[src/rtl/ysyx_22040750_mem_stage_if.sv]
// Data-memory request/response bus between the MEM stage (master) and the
// data memory (slave).
interface ysyx_22040750_mem_stage_if;
    logic        O_dmem_req_valid;
    logic        I_dmem_req_ready;
    logic [31:0] O_dmem_addr;
    logic        O_dmem_wen;
    logic [63:0] O_dmem_wdata;
    logic [7:0]  O_dmem_wstrb;
    logic        I_dmem_rsp_valid;
    logic [63:0] I_dmem_rdata;

    modport master (
        output O_dmem_req_valid,
        input  I_dmem_req_ready,
        output O_dmem_addr,
        output O_dmem_wen,
        output O_dmem_wdata,
        output O_dmem_wstrb,
        input  I_dmem_rsp_valid,
        input  I_dmem_rdata
    );

    modport slave (
        input  O_dmem_req_valid,
        output I_dmem_req_ready,
        input  O_dmem_addr,
        input  O_dmem_wen,
        input  O_dmem_wdata,
        input  O_dmem_wstrb,
        output I_dmem_rsp_valid,
        output I_dmem_rdata
    );
endinterface

[src/rtl/ysyx_22040750_mem_stage.sv]
// Memory-access stage: a one-entry buffer that issues at most one data-memory
// request per instruction and presents raw load data to the MEM/WB register.
module ysyx_22040750_mem_stage #(
    parameter int SIDE_W = 184
) (
    input  logic              I_sys_clk,
    input  logic              I_rst_n,
    input  logic              I_MEM_valid,
    output logic              O_MEM_allowin,
    input  logic [63:0]       I_alu_out,
    input  logic              I_mem_ren,
    input  logic              I_mem_wen,
    input  logic [63:0]       I_mem_wdata,
    input  logic [7:0]        I_mem_wmask,
    input  logic [8:0]        I_mem_rstrb,
    input  logic [SIDE_W-1:0] I_side,
    output logic              O_MEM_WB_valid,
    input  logic              I_MEM_WB_allowin,
    output logic [63:0]       O_alu_out,
    output logic [63:0]       O_mem_data,
    output logic [8:0]        O_mem_rstrb,
    output logic [2:0]        O_mem_shamt,
    output logic [SIDE_W-1:0] O_side,
    ysyx_22040750_mem_stage_if.master dmem
);

    typedef enum logic [1:0] {
        S_IDLE,
        S_REQ,
        S_WAIT,
        S_HOLD
    } state_e;

    state_e            state_q;
    state_e            state_d;
    logic              accept;
    logic              mem_op;
    logic [63:0]       alu_q;
    logic              ren_q;
    logic              wen_q;
    logic [63:0]       wdata_q;
    logic [7:0]        wmask_q;
    logic [8:0]        rstrb_q;
    logic [SIDE_W-1:0] side_q;
    logic [63:0]       mem_data_q;
    logic [63:0]       mem_data_d;

    assign O_MEM_allowin = (state_q == S_IDLE) || ((state_q == S_HOLD) && I_MEM_WB_allowin);
    assign accept        = I_MEM_valid && O_MEM_allowin;
    assign mem_op        = I_mem_ren || I_mem_wen;

    always_comb begin
        state_d    = state_q;
        mem_data_d = mem_data_q;
        unique case (state_q)
            S_IDLE: begin
                if (accept) state_d = mem_op ? S_REQ : S_HOLD;
            end
            S_REQ: begin
                if (dmem.I_dmem_req_ready) state_d = S_WAIT;
            end
            S_WAIT: begin
                if (dmem.I_dmem_rsp_valid) begin
                    state_d    = S_HOLD;
                    mem_data_d = ren_q ? dmem.I_dmem_rdata : 64'd0;
                end
            end
            S_HOLD: begin
                if (I_MEM_WB_allowin) begin
                    if (accept) state_d = mem_op ? S_REQ : S_HOLD;
                    else        state_d = S_IDLE;
                end
            end
            default: state_d = S_IDLE;
        endcase
        // A freshly accepted instruction starts with no load data.
        if (accept) mem_data_d = 64'd0;
    end

    always_ff @(posedge I_sys_clk or negedge I_rst_n) begin
        if (!I_rst_n) begin
            state_q    <= S_IDLE;
            alu_q      <= '0;
            ren_q      <= 1'b0;
            wen_q      <= 1'b0;
            wdata_q    <= '0;
            wmask_q    <= '0;
            rstrb_q    <= '0;
            side_q     <= '0;
            mem_data_q <= '0;
        end else begin
            state_q    <= state_d;
            mem_data_q <= mem_data_d;
            if (accept) begin
                alu_q   <= I_alu_out;
                ren_q   <= I_mem_ren;
                wen_q   <= I_mem_wen;
                wdata_q <= I_mem_wdata;
                wmask_q <= I_mem_wmask;
                rstrb_q <= I_mem_rstrb;
                side_q  <= I_side;
            end
        end
    end

    // Store data and mask are lane-shifted to the byte offset within the doubleword.
    assign dmem.O_dmem_req_valid = (state_q == S_REQ);
    assign dmem.O_dmem_addr      = alu_q[31:0];
    assign dmem.O_dmem_wen       = wen_q;
    assign dmem.O_dmem_wdata     = wdata_q << {alu_q[2:0], 3'b000};
    assign dmem.O_dmem_wstrb     = wen_q ? (wmask_q << alu_q[2:0]) : 8'h00;

    assign O_MEM_WB_valid = (state_q == S_HOLD);
    assign O_alu_out      = alu_q;
    assign O_mem_data     = mem_data_q;
    assign O_mem_rstrb    = rstrb_q;
    assign O_mem_shamt    = alu_q[2:0];
    assign O_side         = side_q;

endmodule

[src/flat_wrapper.sv]
// flat-port wrapper written by rule: the top's interface ports become plain ports
module ysyx_22040750_mem_stage_flat 
#(
    parameter int SIDE_W = 184
)
  (I_sys_clk, I_rst_n, I_MEM_valid, O_MEM_allowin, I_alu_out, I_mem_ren, I_mem_wen, I_mem_wdata, I_mem_wmask, I_mem_rstrb, I_side, O_MEM_WB_valid, I_MEM_WB_allowin, O_alu_out, O_mem_data, O_mem_rstrb, O_mem_shamt, O_side, dmem_O_dmem_req_valid, dmem_I_dmem_req_ready, dmem_O_dmem_addr, dmem_O_dmem_wen, dmem_O_dmem_wdata, dmem_O_dmem_wstrb, dmem_I_dmem_rsp_valid, dmem_I_dmem_rdata);
  ysyx_22040750_mem_stage_if dmem_i ();
  input  logic I_sys_clk;
  input  logic I_rst_n;
  input  logic I_MEM_valid;
  output logic O_MEM_allowin;
  input  logic [63:0] I_alu_out;
  input  logic I_mem_ren;
  input  logic I_mem_wen;
  input  logic [63:0] I_mem_wdata;
  input  logic [7:0] I_mem_wmask;
  input  logic [8:0] I_mem_rstrb;
  input  logic [SIDE_W-1:0] I_side;
  output logic O_MEM_WB_valid;
  input  logic I_MEM_WB_allowin;
  output logic [63:0] O_alu_out;
  output logic [63:0] O_mem_data;
  output logic [8:0] O_mem_rstrb;
  output logic [2:0] O_mem_shamt;
  output logic [SIDE_W-1:0] O_side;
  output wire logic [$bits(dmem_i.O_dmem_req_valid)-1:0] dmem_O_dmem_req_valid;
  input wire logic [$bits(dmem_i.I_dmem_req_ready)-1:0] dmem_I_dmem_req_ready;
  output wire logic [$bits(dmem_i.O_dmem_addr)-1:0] dmem_O_dmem_addr;
  output wire logic [$bits(dmem_i.O_dmem_wen)-1:0] dmem_O_dmem_wen;
  output wire logic [$bits(dmem_i.O_dmem_wdata)-1:0] dmem_O_dmem_wdata;
  output wire logic [$bits(dmem_i.O_dmem_wstrb)-1:0] dmem_O_dmem_wstrb;
  input wire logic [$bits(dmem_i.I_dmem_rsp_valid)-1:0] dmem_I_dmem_rsp_valid;
  input wire logic [$bits(dmem_i.I_dmem_rdata)-1:0] dmem_I_dmem_rdata;
  assign dmem_O_dmem_req_valid = dmem_i.O_dmem_req_valid;
  assign dmem_i.I_dmem_req_ready = dmem_I_dmem_req_ready;
  assign dmem_O_dmem_addr = dmem_i.O_dmem_addr;
  assign dmem_O_dmem_wen = dmem_i.O_dmem_wen;
  assign dmem_O_dmem_wdata = dmem_i.O_dmem_wdata;
  assign dmem_O_dmem_wstrb = dmem_i.O_dmem_wstrb;
  assign dmem_i.I_dmem_rsp_valid = dmem_I_dmem_rsp_valid;
  assign dmem_i.I_dmem_rdata = dmem_I_dmem_rdata;
  ysyx_22040750_mem_stage #(.SIDE_W(SIDE_W)) u_core (.I_sys_clk(I_sys_clk), .I_rst_n(I_rst_n), .I_MEM_valid(I_MEM_valid), .O_MEM_allowin(O_MEM_allowin), .I_alu_out(I_alu_out), .I_mem_ren(I_mem_ren), .I_mem_wen(I_mem_wen), .I_mem_wdata(I_mem_wdata), .I_mem_wmask(I_mem_wmask), .I_mem_rstrb(I_mem_rstrb), .I_side(I_side), .O_MEM_WB_valid(O_MEM_WB_valid), .I_MEM_WB_allowin(I_MEM_WB_allowin), .O_alu_out(O_alu_out), .O_mem_data(O_mem_data), .O_mem_rstrb(O_mem_rstrb), .O_mem_shamt(O_mem_shamt), .O_side(O_side), .dmem(dmem_i));
endmodule
[config.mk]
export PLATFORM = sky130hd
export DESIGN_NAME = ysyx_22040750_mem_stage_flat
export DESIGN_NICKNAME = d
export VERILOG_FILES = /design/src/rtl/ysyx_22040750_mem_stage_if.sv /design/src/rtl/ysyx_22040750_mem_stage.sv /design/src/flat_wrapper.sv
export SDC_FILE = /design/constraint.sdc
export NUM_CORES = 1
export LEC_CHECK = 0
export ABC_AREA = 1
export CAP_MARGIN = 20
export CORE_AREA = 2 2 329 331
export CTS_CLUSTER_DIAMETER = 150
export DETAILED_ROUTE_END_ITERATION = 10
export DIE_AREA = 0 0 331 333
export PLACE_DENSITY = 0.39
export SETUP_SLACK_MARGIN = 0.1
export SLEW_MARGIN = 20
export SYNTH_ARGS = -nofsm -noshare
export SYNTH_HDL_FRONTEND = slang
export SYNTH_SLANG_ARGS = --single-unit
[constraint.sdc]
create_clock -name I_sys_clk -period 1.97 [get_ports I_sys_clk]
set_clock_uncertainty 0.1 [all_clocks]
set_input_delay 0.2955 -clock I_sys_clk [delete_from_list [all_inputs] [get_ports I_sys_clk]]
set_output_delay 0.2955 -clock I_sys_clk [all_outputs]
set_load 0.01 [all_outputs]
==> summary.md, run 1 <==
| Metric | Value |
|---|---|
| CP Capture Type | output pin |
| Static leakage | 17.4 nW |
| Clock latency on the worst-skew pair | 660 ps |
| Worst setup margin | -636 ps |
| Port-buffer cells | 832 |
| H-tree depth | 2 |
| Wire per inst | 22.3 um |
| Vias in the first global route | 19,982 |
| Reg power frac | 0.246 |
| Switch share | 0.426 |
| Die Height | 333 um |
| RSZ-0062 raised after global routing | yes |
| Failing checks | setup timing |
| Core Footprint | 107,000 sq um |
| Reg2reg end | u_core.dmem.O_dmem_wen |
| CTS Buf Count | 54 |
| Hpwl dp | 70,700 um |
| Avg Vias per Cell | 4.25 |
| Pwr Density | 1730 nW/um^2 |
| Combinational power share | 0.580 |
| Cells along the critical path | buf_12 > buf_6 > or2_4 > o21ai_2 > buf_4 > nand2_2 > nand3_2 > nand2_2 > buf_6 |
| Drt pass-1 iters | 5 |
| Via Count | 20,102 |
| Final Cycle Share | 1.32 |
| R2R setup slack | 20 ps |
| Max FO, Critical Path | 8 |
| Net Sw Power | 0.0254 W |
| Gate Count Post-Synth | 2,333 |
| Critical-path top delay cell | dfrtp_4 |
| Die area | 110,000 sq um |
| Critical path's top delay family | flip-flops |
| CTS tree | yes |
| Final setup viols | 79 |
| Mux cell area share after synthesis | 0 |
| RePlAce Congestion | 0.832 |
| Post-synthesis instance area | 18,700 sq um |
| Worst-Margin Slew | 427 ps |
| Drt drc | 0 |
| Critical path class | reg2out |
| Crit path launch | u_core.O_alu_out[0] |
| Clock Sinks | 397 |
| CP Capture Point | dmem_O_dmem_wdata[61] |
| Seq/Total Area, Yosys | 0.531 |
| Yosys cell types | 23 |
| Total power | 0.0597 W |
| Placed inst area | 29,300 sq um |
| Ys Warns | 0 |
| Fraction of registers with async set/reset | 1.00 |
| Worst Setup Start Kind | flip-flop |
| Yosys reg bits | 397 |
| Global-route wire length before repair | 139,000 um |
| Max transition margin | 0.715 |
| Synth Area in Adders | 0 |
| Final global-route overflow total | 0 |
| Post-synthesis simple-gate area fraction | 0.369 |
| Number of synthesized flops with an enable pin | 0 |
| Clock Power Share | 0.174 |
| Global Route Usage Sum | 0.169 |
| CTS root buffer | clkbuf_16 |
| Internal power | 0.0343 W |
| Synth Area in Compound Gates | 0.0253 |
| DR iter-0 viols | 1,101 |
| Clock Pin Slew Worst Setup and Hold Paths | 60 ps |
| Synth Area in XOR/XNOR | 0 |
| Maximum vdd drop | 0.672 mV |
| Worst R2R Start | u_core.state_q[0] |
| Site Rows | 120 |
| Antenna viol nets, final | 0 |
| Crit path depth | 9 |
| Final hold viol count | 0 |
| Final Util | 0.323 |
| Post-layout net count | 3,681 |
| Worst hold path class | in2async |
| Buf/Inv on CP | 4 |
| # Max-Cap Violations | 0 |
| Most frequent cells in the layout | 793 x nand2_1, 443 x nand3_1, 398 x clkdlybuf4s50_1 |
| Area growth syn-to-layout | 84.1% |
| Largest net degree at the start of global routing | 72 |
| Status | finished with violations |
| Ratio of cells with drive above 1 in the final layout | 0.231 |
| Slew Viols, Final | 0 |
| Die Width | 331 um |
| Most used DFF post-synth | dfrtp_1 |
| CP peak stage delay | 570 ps |
| WP data arrival | 2210 ps |
| Starting density of the core | 0.176 |
| WP data required | 1570 ps |
| Crit path time final | 2610 ps |
| Routed WL | 106,000 um |
| Final instance area | 34,400 sq um |
| I/O Pins | 833 |
| Largest family of logic cells by synthesized area | simple AND/OR/NAND/NOR gates |
| Commonest non-fill, non-tap cell in the layout | nand2_1 |
| Antenna violations before repair | 20 |
| Worst r2r path cells | 12 |
| Mapped Nets | 2,734 |
| Setup TNS | -34,650 ps |
| CTS Buffer Depth | 3 |
| Fmax | 384 MHz |
| Syn_area_per_cell | 8.02 sq um |
## cell usage after synthesis (7+ instances only)
| library cell | n | area (sq um) |
|---|---|---|
| clkbuf_1 | 73 | 274 |
| inv_1 | 33 | 124 |
| nor2_1 | 29 | 109 |
| nor3_1 | 11 | 55.1 |
| inv_2 | 7 | 26.3 |
| nand3_1 | 476 | 2380 |
| nand4_1 | 10 | 62.6 |
| buf_1 | 14 | 52.6 |
| buf_6 | 14 | 158 |
| o21ai_0 | 16 | 80.1 |
| buf_4 | 56 | 420 |
| dfrtp_1 | 397 | 9930 |
| buf_2 | 68 | 340 |
| or2_2 | 7 | 43.8 |
| o21ai_1 | 16 | 80.1 |
| o211ai_1 | 40 | 300 |
| nand2_1 | 996 | 3740 |
| nand3b_1 | 65 | 488 |
## layer usage
layer  global-route usage  wire [um]  up-vias
met4               0.0495       2630       20
met2                0.293      52200      668
li1                     -          -     9477
met3               0.0627       8880      124
met1                0.192      41700     9813
met5                    0        120        -
## worst register-to-register path, stage by stage, from the launching register on
cell and delay [ps]:
dfrtp_1 410, buf_6 140, inv_4 50, nand2_4 40, o21ai_4 70, buf_6 130, buf_12 100, nand2_8 110
buf_6 170, clkbuf_16 170, clkbuf_16 190, nand2_1 60, nand2_1 40
## area by class of cell
type | count | area [sq um]
diodes | 8 | 20.0
clock buffers | 76 | 1560
clock inverters | 23 | 294
fillers | 11415 | 72200
inverters | 41 | 164
multi-input cells | 1670 | 8690
flip-flops and latches | 397 | 9940
well taps | 1403 | 1760
repair buffers | 1116 | 12000
## per-stage QoR
step                worst slack, ps  hold WS (ps)  cells
CTS                            -762          19.7   4643
global placement               -298           127   4495
detailed placement             -316           136   4495
floorplan                       223          -100   2333
global route                   -731          52.8   4733
finish                         -636          74.3   4734
## kinds of logic (layout without fill, tap and decap cells)
kind of cell	count (synthesis)	count (layout)
and+or+nand+nor	1596	1596
DFF	397	397
buffers and inverters	266	1256
AOI/OAI and AO/OA	74	74
other	0	8
## sequential cells by signal, indices dropped and copies added, names as in the netlist
signal	cells
u_core.O_side	184
u_core.O_alu_out	64
u_core.O_mem_data	64
u_core.wdata_q	64
u_core.O_mem_rstrb	9
u_core.wmask_q	8
u_core.state_q	2
u_core.dmem.O_dmem_wen	1
u_core.ren_q	1
## how the worst min path moves through the flow
stage                           start             endpoint  slack, ps  cells past startpoint
after global routing      I_side[105]   u_core.O_side[105]         50                      3
after global placement        I_rst_n    u_core.wmask_q[1]        130                      1
after floorplan               I_rst_n  u_core.O_alu_out[0]       -100                      0
after detailed placement      I_rst_n    u_core.wmask_q[1]        140                      1
final                         I_rst_n   u_core.O_side[182]         70                      2
after CTS                 I_side[177]   u_core.O_side[177]         20                      3
## power by group through the flow
stage | logic [W] | clock network [W] | registers, W
3_5_place_dp | 0.0292 | 0 | 0.0144
6_report | 0.0346 | 0.0104 | 0.0147
3_3_place_gp | 0.0293 | 0 | 0.0144
2_1_floorplan | 0.0116 | 0 | 0.0152
5_1_grt | 0.0374 | 0.0110 | 0.0152
4_1_cts | 0.0294 | 0.0107 | 0.0144
## timing repair
action / in CTS / in global routing
gates cloned: 12 / 53
hold buffers: 2 / 0
endpoints found under the hold margin: 401 / 0
buffers inserted: 35 / 33
pin swaps: 63 / 52
gates resized for setup: 832 / 412
endpoints found under the setup margin: 449 / 338
No activity file was read; power rests on OpenSTA's default activity.
==> inputs of run 2 (changes only) <==
REMOVE_ABC_BUFFERS = 1   (was unset)
==> run 2 against run 1 <==
  * The run still ends with setup timing left
  * Flip-flop and latch count did not move
  * Via count rose by 1.1%
  * Combinational power rose by 14%
  * Clock-buffer cell count decreased by 3
  * Hold slack better by 2.5 ps
  * Highest routed layer unchanged
  * Largest cell class unchanged
  * Setup slack better by 9.2 ps
  * Total power is 8.5% higher
  * Cell count rose by 0.76%
==> summary.md, run 2 (same netlist as run 1, synthesis figures left out) <==
| Metric | Value |
|---|---|
| Status | finished with violations |
| Failing checks | setup timing |
| Clock Pin Slew Worst Setup and Hold Paths | 70 ps (about the same) |
| Setup TNS | -33,980 ps (+672 ps) |
| Commonest non-fill, non-tap cell in the layout | nand2_1 |
| Static leakage | 18.6 nW (+7.1%) |
| Worst-Margin Slew | 530 ps (+103 ps) |
| Final setup viols | 78 (-1.3%) |
| WP data required | 1570 ps (about the same) |
| Clock latency on the worst-skew pair | 610 ps (-50 ps) |
| CTS tree | yes |
| Final Cycle Share | 1.32 (-0.00465) |
| Final hold viol count | 0 (unchanged) |
| Antenna violations before repair | 24 (+20%) |
| RePlAce Congestion | 0.808 (-2.9%) |
| Maximum vdd drop | 0.798 mV (+19%) |
| Crit path time final | 2600 ps (-9.16 ps) |
| Vias in the first global route | 20,295 (+1.6%) |
| Max FO, Critical Path | 6 (-2) |
| Dpl ws | -454 ps (-138 ps) |
| Die Height | 333 um (unchanged) |
| Hpwl dp | 71,000 um (+0.35%) |
| Critical path class | reg2out |
| Wire per inst | 22.6 um (+1.5%) |
| H-tree depth | 2 (unchanged) |
| I/O Pins | 833 (unchanged) |
| CTS root buffer | clkbuf_16 |
| Worst hold path class | in2reg |
| Number of fill cells | 11,177 (-2.1%) |
| Starting density of the core | 0.176 (unchanged) |
| CTS Buffer Depth | 3 (unchanged) |
| Max transition margin | 0.647 (-0.0685) |
| Worst setup margin | -627 ps (+9.17 ps) |
| Most frequent cells in the layout | 716 x nand2_1, 565 x clkdlybuf4s50_1, 408 x nand3_1 |
| Die Width | 331 um (unchanged) |
| WP data arrival | 2200 ps (about the same) |
| Core Footprint | 107,000 sq um (unchanged) |
| Ratio of cells with drive above 1 in the final layout | 0.274 (+0.0434) |
| CTS Buf Count | 51 (-5.6%) |
| Drt drc | 0 (unchanged) |
| Final global-route overflow total | 0 (unchanged) |
| Global Route Usage Sum | 0.178 (+0.00890) |
| Port-buffer cells | 832 (unchanged) |
| Avg Vias per Cell | 4.26 (+0.39%) |
| Fmax | 385 MHz (+0.35%) |
| Largest register FFs | 184 (unchanged) |
| Via Count | 20,333 (+1.1%) |
| RSZ-0062 raised after global routing | yes |
| Post-layout net count | 3,717 (+0.98%) |
| Clock Sinks | 397 (unchanged) |
| Worst Setup Start Kind | flip-flop |
| Final non-filler cell total | 4,770 (+0.76%) |
| Area growth syn-to-layout | 96.0% |
| DR iter-0 viols | 1,064 (-3.4%) |
| Placed cell count | 4,502 (+0.16%) |
| Drt pass-1 iters | 5 (unchanged) |
| Global-route wire length before repair | 144,000 um (+4.2%) |
| Pwr Density | 1770 nW/um^2 (+1.9%) |
| # Max-Cap Violations | 0 (unchanged) |
| Die area | 110,000 sq um (unchanged) |
| Site Rows | 120 (unchanged) |
| Largest net degree at the start of global routing | 55 (-24%) |
| CP Capture Type | output pin |
| Antenna viol nets, final | 0 (unchanged) |
| Slew Viols, Final | 0 (unchanged) |
| Routed WL | 108,000 um (+2.3%) |
run 2: routing by layer:
metal	GRT usage	part of all wire	vias up
li1	-	-	9593
met3	0.0505	0.069	102
met1	0.219	0.42	9962
met2	0.298	0.49	668
met4	0.0551	0.019	8
met5	0	0.00049	-
run 2: where the power goes:
part           total (W)  switching [W]  internal, W  leakage [nW]
clock network     0.0101        0.00409      0.00603         0.868
registers         0.0151        0.00321       0.0118          5.01
logic             0.0396         0.0194       0.0202          12.7
total             0.0648         0.0267       0.0381          18.6
run 2: final cells by class:
| cell class | instances | area (sq um) | area share |
|---|---|---|---|
| flip-flops and latches | 397 | 9950 | 0.271 |
| diodes | 12 | 30.0 | 0.000819 |
| well taps | 1403 | 1760 | 0.0479 |
| clock buffers | 73 | 1490 | 0.0406 |
| clock inverters | 19 | 270 | 0.00737 |
| repair buffers | 1155 | 13800 | 0.376 |
| inverters | 41 | 171 | 0.00467 |
| multi-input cells | 1670 | 9220 | 0.251 |
run 2: metrics by stage:
step | hold slack [ps] | utilization | area [sq um] | power (W)
final | 76.8 | 0.344 | 36700 | 0.0648
after CTS | 22.2 | 0.312 | 33200 | 0.0593
after detailed placement | 171 | 0.276 | 29400 | 0.0435
after global placement | 165 | 0.276 | 29400 | 0.0436
after global routing | 60.2 | 0.344 | 36700 | 0.0688
after floorplan | -100 | - | 17500 | 0.0224
run 2: what timing repair did:
| action | CTS | global route |
|---|---|---|
| hold endpoints to repair | 369 | 0 |
| gates cloned | 36 | 57 |
| setup buffers | 53 | 27 |
| hold buffers | 1 | 0 |
| pin swaps | 85 | 111 |
| resized for setup | 688 | 583 |
| endpoints found under the setup margin | 804 | 758 |
run 2: path summary, 6_finish.rpt:
path / depth (start not counted) / from / to / slack (ps)
hold reg to reg: 2 / u_core.O_mem_rstrb[8] / u_core.O_mem_rstrb[8] / 360
setup reg to reg: 10 / u_core.state_q[1] / u_core.O_mem_data[46] / 20
max in group asynchronous: 3 / I_rst_n / u_core.O_mem_data[27] / 830
min in group asynchronous: 2 / I_rst_n / u_core.wdata_q[19] / 100
setup / recovery: 7 / u_core.O_alu_out[0] / dmem_O_dmem_wdata[21] / -630
hold / removal: 4 / I_MEM_valid / u_core.O_mem_rstrb[4] / 80
run 2: worst max-delay path: stages, from the launching register on:
cell      delay (ps)
dfrtp_4          520
buf_12           170
buf_6            130
o211ai_1         330
buf_4            180
nand2_2           40
nor2_2            90
buf_2            140
